## config.mk

```make
export PLATFORM = sky130hd
export DESIGN_NAME = hanning_frame_sequencer
export DESIGN_NICKNAME = d
export VERILOG_FILES = /design/src/rtl/hanning_frame_sequencer.sv
export SDC_FILE = /design/constraint.sdc
export NUM_CORES = 1
export LEC_CHECK = 0
export CAP_MARGIN = 25
export CORE_ASPECT_RATIO = 0.75
export CORE_MARGIN = 3
export CORE_UTILIZATION = 60
export CTS_BUF_LIST = sky130_fd_sc_hd__clkbuf_4
export DETAILED_ROUTE_END_ITERATION = 10
export DONT_BUFFER_PORTS = 1
export PLACE_DENSITY = 0.83
export SYNTH_ARGS = -nofsm -noshare
export SYNTH_HDL_FRONTEND = slang
export SYNTH_SLANG_ARGS = --single-unit
export TNS_END_PERCENT = 100
```

## constraint.sdc

```tcl
create_clock -name clk_in -period 3.86 [get_ports clk_in]
set_clock_uncertainty 0.05 [all_clocks]
set_input_delay 0.772 -clock clk_in [delete_from_list [all_inputs] [get_ports clk_in]]
set_output_delay 0.772 -clock clk_in [all_outputs]
set_load 0.005 [all_outputs]
```

## src/rtl/hanning_frame_sequencer.sv

```systemverilog
// rtl/hanning_frame_sequencer.sv - frame sequencer for the Hanning windowing datapath
//
// Admits exactly SAMPLE_COUNT audio samples per frame once the FFT is ready,
// drives the window coefficient ROM address and pipeline advance, and carries
// first/last/in-frame tags alongside the datapath so frame markers line up
// with the windowed output samples.
//
// Ports:
//   clk_in                  system clock
//   rst_n_in                asynchronous active-low reset
//   enable_in               run request, sampled in IDLE and at end of frame
//   audio_sample_valid_in   one-cycle strobe per audio sample
//   fft_ready_in            FFT can accept a new frame
//   coeff_addr_out          coefficient ROM address for the current sample
//   window_en_out           advance the windowing pipeline (combinational)
//   frame_sample_valid_out  windowed output this cycle belongs to the frame
//   frame_first_out         first sample of frame
//   frame_last_out          last sample of frame
//   frame_done_out          one-cycle pulse, frame fully delivered
//   dropped_count_out       saturating count of discarded samples
//   state_out               IDLE=0, WAIT_READY=1, FILL=2, FLUSH=3
module hanning_frame_sequencer #(
  parameter int SAMPLE_COUNT = 4096,
  parameter int ADDR_WIDTH   = 12,
  parameter int PIPE_LATENCY = 3,
  parameter int DROP_WIDTH   = 16
) (
  input  logic                  clk_in,
  input  logic                  rst_n_in,
  input  logic                  enable_in,
  input  logic                  audio_sample_valid_in,
  input  logic                  fft_ready_in,
  output logic [ADDR_WIDTH-1:0] coeff_addr_out,
  output logic                  window_en_out,
  output logic                  frame_sample_valid_out,
  output logic                  frame_first_out,
  output logic                  frame_last_out,
  output logic                  frame_done_out,
  output logic [DROP_WIDTH-1:0] dropped_count_out,
  output logic [1:0]            state_out
);

  typedef enum logic [1:0] {
    IDLE       = 2'd0,
    WAIT_READY = 2'd1,
    FILL       = 2'd2,
    FLUSH      = 2'd3
  } state_t;

  localparam logic [ADDR_WIDTH-1:0] LAST_ADDR = ADDR_WIDTH'(SAMPLE_COUNT - 1);

  state_t                state, state_nxt;
  logic [ADDR_WIDTH-1:0] addr_nxt;
  logic                  drop_inc;

  // Tag layout: {in_frame, first, last}
  logic [2:0] tag_pipe [PIPE_LATENCY];
  logic [2:0] push_tag;
  logic [2:0] exit_tag;

  assign exit_tag      = tag_pipe[PIPE_LATENCY-1];
  assign window_en_out = audio_sample_valid_in && (state == FILL || state == FLUSH);
  assign state_out     = state;

  always_comb begin
    state_nxt = state;
    addr_nxt  = coeff_addr_out;
    push_tag  = 3'b000;
    drop_inc  = 1'b0;
    case (state)
      IDLE: begin
        if (enable_in) state_nxt = WAIT_READY;
      end
      WAIT_READY: begin
        // A sample arriving with fft_ready_in is still outside the frame.
        if (audio_sample_valid_in) drop_inc = 1'b1;
        if (fft_ready_in) begin
          state_nxt = FILL;
          addr_nxt  = '0;
        end
      end
      FILL: begin
        if (audio_sample_valid_in) begin
          push_tag = {1'b1, coeff_addr_out == '0, coeff_addr_out == LAST_ADDR};
          addr_nxt = coeff_addr_out + 1'b1;
          if (coeff_addr_out == LAST_ADDR) state_nxt = FLUSH;
        end
      end
      FLUSH: begin
        addr_nxt = '0;
        if (audio_sample_valid_in) begin
          drop_inc = 1'b1;
          // Leave as the frame's last tag drops out of the pipe; the registered
          // last/done outputs appear in the same cycle as the new state.
          if (exit_tag[0]) state_nxt = enable_in ? WAIT_READY : IDLE;
        end
      end
      default: state_nxt = IDLE;
    endcase
  end

  always_ff @(posedge clk_in or negedge rst_n_in) begin
    if (!rst_n_in) begin
      state                  <= IDLE;
      coeff_addr_out         <= '0;
      frame_sample_valid_out <= 1'b0;
      frame_first_out        <= 1'b0;
      frame_last_out         <= 1'b0;
      frame_done_out         <= 1'b0;
      dropped_count_out      <= '0;
      for (int i = 0; i < PIPE_LATENCY; i++) tag_pipe[i] <= 3'b000;
    end else begin
      state          <= state_nxt;
      coeff_addr_out <= addr_nxt;
      if (window_en_out) begin
        tag_pipe[0] <= push_tag;
        for (int i = 1; i < PIPE_LATENCY; i++) tag_pipe[i] <= tag_pipe[i-1];
        frame_sample_valid_out <= exit_tag[2];
        frame_first_out        <= exit_tag[1];
        frame_last_out         <= exit_tag[0];
        frame_done_out         <= exit_tag[0];
      end else begin
        frame_sample_valid_out <= 1'b0;
        frame_first_out        <= 1'b0;
        frame_last_out         <= 1'b0;
        frame_done_out         <= 1'b0;
      end
      if (drop_inc && dropped_count_out != '1)
        dropped_count_out <= dropped_count_out + 1'b1;
    end
  end

endmodule

```

==> flow_summary.yaml <==
run_status:
  status: "finished, final reports clean"
timing:
  worst_slack_ns: 1.06
  relSlewSlack_pct: 56.9
  fin_tns_setup_ns: 0
  hold_viol_final: 0
  slew_violations: 0
  rsz0062_at_grt: "no"
  tightest_slew_ns: 0.647
  period_needed_ns: 2.80
  clock.fmax_mhz: 357
  setup_viol: 0
  finalCritPeriodShare_pct: 72.5
synthesis:
  synth-main-ff-cell: "dfrtp_1"
  ys_ff_latch: 42
  synth_warnings: 0
  synth_area_per_cell_um2: 9.57
  synth_seq_area_share_pct: 49.7
  synthCells: 221
  synthArstFlopShare_pct: 100
  netlist_area_um2: 2110
  ys_types: 44
  syn_nets: 233
  synth_edf_count: 0
setup_path:
  critPathTopFamily: "flip-flops"
  critPathLaunch: "state_out[0]"
  required_ns: 3.04
  worstPathCellList: "inv_1, ha_1, o21ai_2, clkinv_1"
  critPathLaunchType: "register"
  worstRegToRegCells: 6
  reg2reg_to: "dropped_count_out[15]"
  worstSetupPathType: "reg -> out"
  cp_data_arrival_time_ns: 1.98
  slowest_delay_ns: 0.44
  cp_num_buf_inv: 2
  critical_path.max_fanout: 13
  crit_path_end_kind: "output port"
  r2r_slack_ns: 1.61
  r2r-start: "state_out[1]"
  cpMaxStageDelayCell: "dfrtp_1"
finish:
  layout.nets: 234
  final_cell_mix: "44 x nand2_1, 42 x dfrtp_1, 14 x o21ai_0, 13 x nor2_1, 12 x nand3_1"
  finalInstanceArea_um2: 2210
  area_delta_synth_final_pct: 4.67
  antennaDiodeCount: 0
  fin_cells: 263
  drive_gt1_share_pct: 7.62
  final_common_cell: "nand2_1"
place:
  placed_cell_area_um2: 2130
  dp_cells: 255
  dpl.hpwl_um: 2800
  dpl_worst_slack_ns: 1.47
  port_buffers: 0
  gp_congestion: 0.789
clock_network:
  insertion_delay_ns: 0.35
  tritoncts: "built"
  h-tree-depth: 2
  cts-hold-fix-buffers: 0
  cts.path.max_buffers: 2
  clkTransAtPathRegs_ns: 0.12
  cts.sinks: 42
  cts_setup_buffers: 0
  cts_resized: 0
  numCtsBuffers: 5
  cts_root_buf: "clkbuf_4"
grt:
  grt.total_usage_pct: 21.7
  grt_max_degree: 43
  grt_pass1_vias: 1531
  grt_pass1_wl_um: 7180
  antenna_found_initial: 0
  grt_overflow: 0
route:
  vias: 1568
  wire_per_inst_um: 15.1
  ant_nets: 0
  drt_iter0_markers: 101
  wl_um: 3960
  drc: 0
  firstDrtPassIters: 5
  avgViaCountPerCell: 5.96
die:
  fp.dieArea_um2: 4280
  start_util_pct: 63.4
  die_x_um: 74.6
  rows: 18
  core_um2: 3330
  die_h_um: 57.4
  io_pins: 40
power:
  powerDensity_nw_per_um2: 585
  peakVddDrop_mv: 0.473
  p_total_uw: 1300
  p_leak_uw: 0.00104
worst_hold_path:
  hp-class: "in -> async"
flow_run:
  maxCapViolations: 0
[synthesized netlist by cell type, types with 2 or more instances]
cell | n | area, um^2
mux2_2 | 2 | 22.5
clkinv_1 | 2 | 7.51
xor2_1 | 9 | 78.8
or3_1 | 2 | 12.5
nor3_1 | 6 | 30.0
inv_1 | 6 | 22.5
and4_1 | 2 | 17.5
nand2_1 | 44 | 165
mux2i_1 | 4 | 40.0
clkbuf_1 | 3 | 11.3
ha_1 | 7 | 87.6
and2_1 | 4 | 25.0
xnor2_1 | 4 | 35.0
nand3_1 | 12 | 60.1
a211o_1 | 2 | 17.5
nor2_1 | 13 | 48.8
nand4_1 | 6 | 37.5
dfrtp_1 | 42 | 1050
nor4_1 | 5 | 31.3
and3_1 | 5 | 31.3
o21ai_0 | 14 | 70.1
a21oi_1 | 3 | 15.0
a22o_1 | 2 | 17.5
o21ai_2 | 2 | 17.5
[power breakdown]
group,internal (uW),switching (uW)
combinational,140,248
sequential,525,95.1
clock,152,136
total,817,479
[how the worst max path moves through the flow]
stage | endpoint | slack, ns | cells after the start
floorplan | window_en_out | 1.59 | 5
global placement | window_en_out | 1.53 | 4
detailed placement | window_en_out | 1.47 | 4
CTS | window_en_out | 1.04 | 4
global route | window_en_out | 0.85 | 4
finish | window_en_out | 1.06 | 4
[cell families (layout without fill, tap and decap cells)]
group	Yosys count	after routing	share of synthesized area [%]
AO/OA/AOI/OAI	35	35	11.3
XOR/XNOR	13	13	5.38
adder cells (fa/ha/maj)	7	7	4.14
buffers and inverters	15	17	3.20
flip-flops	42	42	49.7
multiplexers	6	6	2.96
AND/OR/NAND/NOR	103	103	23.3
[routing by layer]
metal / vias to the layer above / GRT usage, % / routed length (um)
met2: 39 / 30.5 / 1700
met1: 741 / 32.5 / 1980
met5: - / 0 / 0
met3: 5 / 6.34 / 236
met4: 0 / 6.60 / 47
li1: 783 / - / -
[through the flow]
stage | util (%) | hold WS [ns]
finish | 66.4 | 0.0438
global route | 66.4 | 0.0172
CTS | 66.4 | 0.0320
detailed placement | 63.9 | 0.409
global placement | 63.9 | 0.407
floorplan | - | 0.387
[sequential cells by signal, summed over array words and instances, names as in the netlist]
| name | flops |
|---|---|
| dropped_count_out | 16 |
| coeff_addr_out | 12 |
| tag_pipe | 6 |
| exit_tag | 3 |
| state_out | 2 |
| frame_done_out | 1 |
| frame_first_out | 1 |
| frame_sample_valid_out | 1 |
[area by class of cell]
class	count	area, um^2
fill	284	1120
clock buffer	7	52.6
sequential	42	1050
inverter	9	33.8
multi-input combinational	164	996
tap	40	50.0
clock inverter	1	30.0
Power figures use the tool's default switching activity.
